$ cat src/rtl/player_input_framer.sv
// player_input_framer
// Captures NIOS keycode reports and decodes them into held-key flags for Fireboy
// and Icegirl. The flags reach the player blocks only on the vertical-sync frame
// boundary. Jump presses become one-frame pulses. If no report arrives for
// TIMEOUT_FRAMES frames, all held keys are forced released.
//
// Ports:
//   Clk            50 MHz system clock
//   Reset_n        asynchronous active-low reset
//   frame_clk      frame clock (~VGA_VS), asynchronous; rising edge = new frame
//   keycode_in     four keycode slots {slot3..slot0}; 8'h00 = empty slot
//   report_strobe  one-Clk pulse, keycode_in holds a complete report
//   fireboy_*      frame-aligned left/right held flags and jump pulse
//   icegirl_*      frame-aligned left/right held flags and jump pulse
//   report_stale   high while the report timeout is in force
module player_input_framer #(
  parameter logic [7:0] FB_LEFT        = 8'h50,
  parameter logic [7:0] FB_RIGHT       = 8'h4F,
  parameter logic [7:0] FB_JUMP        = 8'h52,
  parameter logic [7:0] IG_LEFT        = 8'h04,
  parameter logic [7:0] IG_RIGHT       = 8'h07,
  parameter logic [7:0] IG_JUMP        = 8'h1A,
  parameter int         TIMEOUT_FRAMES = 30
) (
  input  logic        Clk,
  input  logic        Reset_n,
  input  logic        frame_clk,
  input  logic [31:0] keycode_in,
  input  logic        report_strobe,
  output logic        fireboy_left,
  output logic        fireboy_right,
  output logic        fireboy_jump,
  output logic        icegirl_left,
  output logic        icegirl_right,
  output logic        icegirl_jump,
  output logic        report_stale
);

  localparam int             CW   = $clog2(TIMEOUT_FRAMES + 1);
  localparam logic [CW-1:0]  TMAX = CW'(TIMEOUT_FRAMES);

  // True if any of the four slots carries the code; duplicates count once.
  function automatic logic slot_hit(input logic [31:0] kc, input logic [7:0] code);
    logic hit;
    hit = 1'b0;
    for (int s = 0; s < 4; s++) begin
      if (kc[8*s +: 8] == code) hit = 1'b1;
    end
    return hit;
  endfunction

  logic          fs1, fs2, fs_d;
  logic          frame_tick;
  logic          fl_q, fr_q, fj_q, il_q, ir_q, ij_q;
  logic          fl_n, fr_n, fj_n, il_n, ir_n, ij_n;
  logic          fj_pend_q, ij_pend_q, fj_pend_n, ij_pend_n;
  logic          fj_edge, ij_edge;
  logic [CW-1:0] stale_cnt, stale_cnt_n;
  logic          timeout;

  // Tick is high in the cycle after the second synchronizer stage sees the rise,
  // so outputs move on the 3rd Clk edge after frame_clk rises.
  assign frame_tick = fs2 & ~fs_d;

  always_comb begin
    fl_n = fl_q;
    fr_n = fr_q;
    fj_n = fj_q;
    il_n = il_q;
    ir_n = ir_q;
    ij_n = ij_q;
    if (report_strobe) begin
      fl_n = slot_hit(keycode_in, FB_LEFT);
      fr_n = slot_hit(keycode_in, FB_RIGHT);
      fj_n = slot_hit(keycode_in, FB_JUMP);
      il_n = slot_hit(keycode_in, IG_LEFT);
      ir_n = slot_hit(keycode_in, IG_RIGHT);
      ij_n = slot_hit(keycode_in, IG_JUMP);
    end
    fj_edge = report_strobe & fj_n & ~fj_q;
    ij_edge = report_strobe & ij_n & ~ij_q;

    // A strobe always wins over the frame increment.
    stale_cnt_n = stale_cnt;
    if (report_strobe)
      stale_cnt_n = '0;
    else if (frame_tick && stale_cnt != TMAX)
      stale_cnt_n = stale_cnt + CW'(1);

    timeout = frame_tick & (stale_cnt_n == TMAX);
    if (timeout) begin
      fl_n    = 1'b0;
      fr_n    = 1'b0;
      fj_n    = 1'b0;
      il_n    = 1'b0;
      ir_n    = 1'b0;
      ij_n    = 1'b0;
      fj_edge = 1'b0;
      ij_edge = 1'b0;
    end

    // Pending jumps are consumed by every tick, including a timeout tick.
    fj_pend_n = frame_tick ? 1'b0 : (fj_pend_q | fj_edge);
    ij_pend_n = frame_tick ? 1'b0 : (ij_pend_q | ij_edge);
  end

  always_ff @(posedge Clk or negedge Reset_n) begin
    if (!Reset_n) begin
      fs1           <= 1'b0;
      fs2           <= 1'b0;
      fs_d          <= 1'b0;
      fl_q          <= 1'b0;
      fr_q          <= 1'b0;
      fj_q          <= 1'b0;
      il_q          <= 1'b0;
      ir_q          <= 1'b0;
      ij_q          <= 1'b0;
      fj_pend_q     <= 1'b0;
      ij_pend_q     <= 1'b0;
      stale_cnt     <= '0;
      fireboy_left  <= 1'b0;
      fireboy_right <= 1'b0;
      fireboy_jump  <= 1'b0;
      icegirl_left  <= 1'b0;
      icegirl_right <= 1'b0;
      icegirl_jump  <= 1'b0;
      report_stale  <= 1'b0;
    end else begin
      fs1          <= frame_clk;
      fs2          <= fs1;
      fs_d         <= fs2;
      fl_q         <= fl_n;
      fr_q         <= fr_n;
      fj_q         <= fj_n;
      il_q         <= il_n;
      ir_q         <= ir_n;
      ij_q         <= ij_n;
      fj_pend_q    <= fj_pend_n;
      ij_pend_q    <= ij_pend_n;
      stale_cnt    <= stale_cnt_n;
      report_stale <= (stale_cnt_n == TMAX);
      if (frame_tick) begin
        // Opposing directions cancel to 0/0.
        fireboy_left  <= fl_n & ~fr_n;
        fireboy_right <= fr_n & ~fl_n;
        fireboy_jump  <= fj_pend_q | fj_edge;
        icegirl_left  <= il_n & ~ir_n;
        icegirl_right <= ir_n & ~il_n;
        icegirl_jump  <= ij_pend_q | ij_edge;
        if (timeout) begin
          fireboy_jump <= 1'b0;
          icegirl_jump <= 1'b0;
        end
      end
    end
  end

endmodule

$ cat config.mk
export PLATFORM = sky130hd
export DESIGN_NAME = player_input_framer
export DESIGN_NICKNAME = d
export VERILOG_FILES = /design/src/rtl/player_input_framer.sv
export SDC_FILE = /design/constraint.sdc
export NUM_CORES = 1
export LEC_CHECK = 0
export CAP_MARGIN = 10
export CORE_MARGIN = 10
export CORE_UTILIZATION = 46
export CTS_CLUSTER_DIAMETER = 120
export DETAILED_ROUTE_END_ITERATION = 10
export PLACE_DENSITY = 0.75
export SYNTH_ARGS = -nofsm -noshare
export SYNTH_HDL_FRONTEND = slang
export SYNTH_SLANG_ARGS = --single-unit
$ cat constraint.sdc
create_clock -name Clk -period 3 [get_ports Clk]
set_clock_uncertainty 0.1 [all_clocks]
set_input_delay 0.75 -clock Clk [delete_from_list [all_inputs] [get_ports Clk]]
set_output_delay 0.75 -clock Clk [all_outputs]
set_load 0.01 [all_outputs]
== Yosys cells after proc, flatten, opt, wreduce, memory -nomap -nowiden ==
Index checks and enable logic that the tools add are counted.
Word-level totals
  flip-flop bits (word level): 23
  input port bits: 36
  output and inout port bits: 7
  word-level logic and storage cells: 110
Operators by class
  add/subtract/negate cells: 1
  equality and inequality tests: 26
  muxes and demuxes: 44
  bitwise logic cells: 19
  reduce and logical (&&, ||, !) cells: 1
Operators with widths (number)
  8-bit by 7-bit equality test with 1-bit output, second input constant: 12
  8-bit by 3-bit equality test with 1-bit output, second input constant: 8
  1-bit 2-to-1 mux: 42
  8-bit by 5-bit equality test with 1-bit output, second input constant: 4
  1-bit AND: 10
  5-bit 2-to-1 mux: 2
  1-bit NOT: 7
  5-bit by 1-bit adder with 5-bit output, second input constant: 1
  5-bit equality test, second input constant: 1
  5-bit != test, second input constant: 1
  1-bit OR: 2
  1-bit logical AND: 1

== Logic depth before layout (Yosys ltp) ==
  depth in word-level cells: 11
  mapped depth: 7
  depth with buffers taken out: 7

== Worst setup path before layout ==
Ideal clock, no wire load.
  kind: input-to-reg
  start: input port keycode_in[19]
  end: register icegirl_right
  setup time: 0.122 ns
  data arrival time: 2.010 ns
  data required time: 2.778 ns
  path slack: 0.769 ns
  stages: 4
  buffers on the path: 0
  path through: or4b_2 -> nor3b_1 -> o32ai_1 -> a32o_1
Between the ends
  longest elaborated chain between the ends: 7
  elaborated cells between the ends (all ways): 12
RTL lines
  from (decl): line 28  | input logic [31:0] keycode_in,
  8-bit by 3-bit equality test with 1-bit output: line 47  | if (kc[8*s +: 8] == code) hit = 1'b1;
  1-bit 2-to-1 mux (2 in series): line 47
  1-bit 2-to-1 mux: line 72  | if (report_strobe) begin
  1-bit 2-to-1 mux: line 91  | if (timeout) begin
  1-bit NOT: line 148  | icegirl_right <= ir_n & ~il_n;
  1-bit AND *: line 148
  to (signal assigned): line 148
  to (decl): line 34  | output logic icegirl_right,
Every way passes the cells marked *; elsewhere a longest branch is shown, timed or not.
A chain may end at the register's enable or synchronous reset.

== Worst setup path after layout ==
  start: input port keycode_in[19]
  end: register ir_q
Between the ends
  longest elaborated chain between the ends: 5
RTL lines
  8-bit by 3-bit equality test with 1-bit output: line 47
  1-bit 2-to-1 mux (2 in series): line 47
  1-bit 2-to-1 mux: line 72
  1-bit 2-to-1 mux: line 91
  via ir_n: line 55  | logic fl_n, fr_n, fj_n, il_n, ir_n, ij_n;
  to (signal assigned): line 136  | ir_q <= ir_n;
  to (decl): line 54  | logic fl_q, fr_q, fj_q, il_q, ir_q, ij_q;
The timed path passes the listed nets, and every way through them passes these cells.

==> results by group <==
Floorplanning
  • Std-Cell Rows: 19
  • Die W: 75.0 um
  • Die area: between 5000 and 6000 um2
  • Die H: 75.0 um
  • Initial Util: 0.491
  • IO Pins: 43
  • Core Region: roughly 2800 um2

Routing
  • Drc violations: 0
  • Initial drt markers: 65
  • Detailed Route WL: 4020 um
  • Via count: around 1.4k
  • Routed vias/inst: ~6.0
  • Post-DR wirelength/cell: 17.7 um
  • Number of detailed-route iterations in the first pass: 4
  • Antenna viol nets, final: 0

Logic synthesis
  • Synth warn: 0
  • Most frequent cells after synthesis: dfrtp_1 (23), nor2_1 (13), nand2_1 (9)
  • Most area-hungry cell type in the Yosys netlist: dfrtp_1
  • Synth Net Count: about 190
  • Unique masters post-synth: 43
  • Post-Syn Area: about 1400 um2
  • Syn Inst Count: 147
  • Synth Flop Type: dfrtp_1
  • Post-synth EDFFs: 0
  • Area contributors post-synth: dfrtp_1 (41%), nor3b_1 (3.8%), nor2_1 (3.5%)
  • #FFs+latches synth: 23
  • Synth top area share: 0.414
  • Most frequent cell after synthesis: dfrtp_1
  • Syn_area_per_cell: between 9 and 10 um2
  • Sequential-to-total area share from yosys stat: 0.414
  • Async S/R FF share, synth: 1.00

Pwr
  • Power Density: about 330 nW/um2
  • P_leak: roughly 0.77 nW
  • Max VDD drop: between 0.3 and 0.4 mV

Worst setup path
  • Setup CP Type: in -> reg
  • Req. time, crit path: 3.14 ns
  • Crit-path max FO: 4
  • Crit path arrival time: ~2.6 ns
  • CP endpoint kind: register
  • Startpoint Class: primary input

Clocking
  • Skew-Pair Late Insertion Delay: between 0.3 and 0.4 ns
  • # Post-CTS Setup Buffers: 0
  • Number of CTS-inserted buffers: 3
  • CTS tree: built
  • CTS Hold Bufs: 0
  • Root buffer cell: clkbuf_4
  • Clock sink total: 23
  • Post_cts resized: 0
  • Clk buf depth: 2
  • Htree depth: 1
  • Clk slew on worst S/H paths: 0.13 ns

Timing
  • Fmax: 0.402 GHz
  • Post-route setup TNS: 0 ns
  • Hold Violations, Final: 0
  • Final setup violation count: 0
  • Worst relative slew slack: 0.669
  • Final period util: 0.830
  • Worst-margin pin slew: ~0.50 ns
  • Slew Limit Fails: 0
  • Min Tclk post-route: about 2.5 ns
  • RSZ-0062 raised after global routing: false

Global route
  • Largest net degree at the start of global routing: 24
  • Total track usage: 0.151
  • Grt total ovfl: 0
  • Antenna violations before repair: 0
  • First-pass GRT wire length: between 6000 and 7000 um
  • Vias in the first global route: ~1.4k

Finish
  • Largest register FFs: 5
  • # nets final: roughly 240
  • Area grow syn2layout: 37.2%
  • Layout cells sized above 1: 0.0765
  • N_diodes: 0
  • Fin util: 0.674
  • Largest Register: stale_cnt

Placed design
  • Routability cong.: about 0.83
  • DPL Wire Length: roughly 3200 um
  • IO Port Bufs: 42

Outcome
  • Outcome: finished, final reports clean

Job
  • Max_cap viols: 0

Worst hold path
  • Worst min path class: reg -> reg
through the flow:
step	total power, mW	std cells	worst slack, ns	hold WS, ns	instance area (um2)
2_1_floorplan	0.395	147	0.769	0.231	1390
3_3_place_gp	0.489	223	0.254	0.232	1880
3_5_place_dp	0.494	223	0.188	0.236	1880
4_1_cts	0.635	227	0.503	0.265	1910
5_1_grt	0.661	227	0.383	0.272	1910
6_report	0.633	227	0.511	0.263	1910
where the power goes:
part | internal (mW) | total [mW] | leakage [nW] | switching [mW]
logic | 0.0847 | 0.151 | 0.448 | 0.0663
registers | 0.327 | 0.337 | 0.301 | 0.00997
clock network | 0.0499 | 0.144 | 0.0177 | 0.0943
total | 0.462 | 0.633 | 0.766 | 0.171
cell families after synthesis:
| group | after synthesis | share of synthesized area |
|---|---|---|
| buf+inv | 8 | 0.0216 |
| xor+xnor | 1 | 0.00630 |
| flops | 23 | 0.414 |
| mux | 1 | 0.00720 |
| simple gates | 80 | 0.373 |
| fa+ha+maj | 2 | 0.0180 |
| compound gates | 32 | 0.160 |
cells in the final DEF (no fill, tap or decap), drive strengths merged, types with 4 or more instances in the layout:
cell           synthesis  final
clkdlybuf4s50          0     42
nand3b                 4      4
nand3                  6      6
a31oi                  5      5
nor3b                  7      7
o21ai                  6      6
buf                    0      5
nor4b                  5      5
nand4                  7      7
inv                    6      6
dfrtp                 23     23
nand2                  9      9
a21oi                  7      7
nor2                  14     14
worst paths after layout:
| check | to | cells past startpoint | slack, ns | start |
|---|---|---|---|---|
| max | ir_q | 6 | 0.51 | keycode_in[19] |
| min | fs2 | 0 | 0.26 | fs1 |
| max reg2reg | icegirl_right | 7 | 0.61 | stale_cnt[0] |
| min reg2reg | fs2 | 0 | 0.26 | fs1 |
| max in group asynchronous | stale_cnt[2] | 2 | 1.90 | Reset_n |
| min in group asynchronous | ij_q | 2 | 0.68 | Reset_n |
routing by layer:
layer / part of all wire / routed length [um] / GRT usage
met1: 0.43 / 1720 / 0.178
met4: 0.0085 / 34 / 0.0336
met5: 0 / 0 / 0
met2: 0.50 / 2010 / 0.269
met3: 0.062 / 249 / 0.0381
cell type report:
| type | instances | area (um2) |
|---|---|---|
| multi-input cells | 116 | 785 |
| flip-flops and latches | 23 | 576 |
| fillers | 245 | 922 |
| clock buffers | 3 | 22.5 |
| clock inverters | 1 | 5.00 |
| repair buffers | 47 | 458 |
| well taps | 31 | 38.8 |
| inverters | 6 | 22.5 |
critical path, cell delays in order:
cell and delay, ns:
clkdlybuf4s50_1 0.45, or4b_2 0.71, o22ai_1 0.19, a31oi_1 0.06, a21oi_1 0.24, a21boi_0 0.22
No activity file was read; power rests on OpenSTA's default activity.
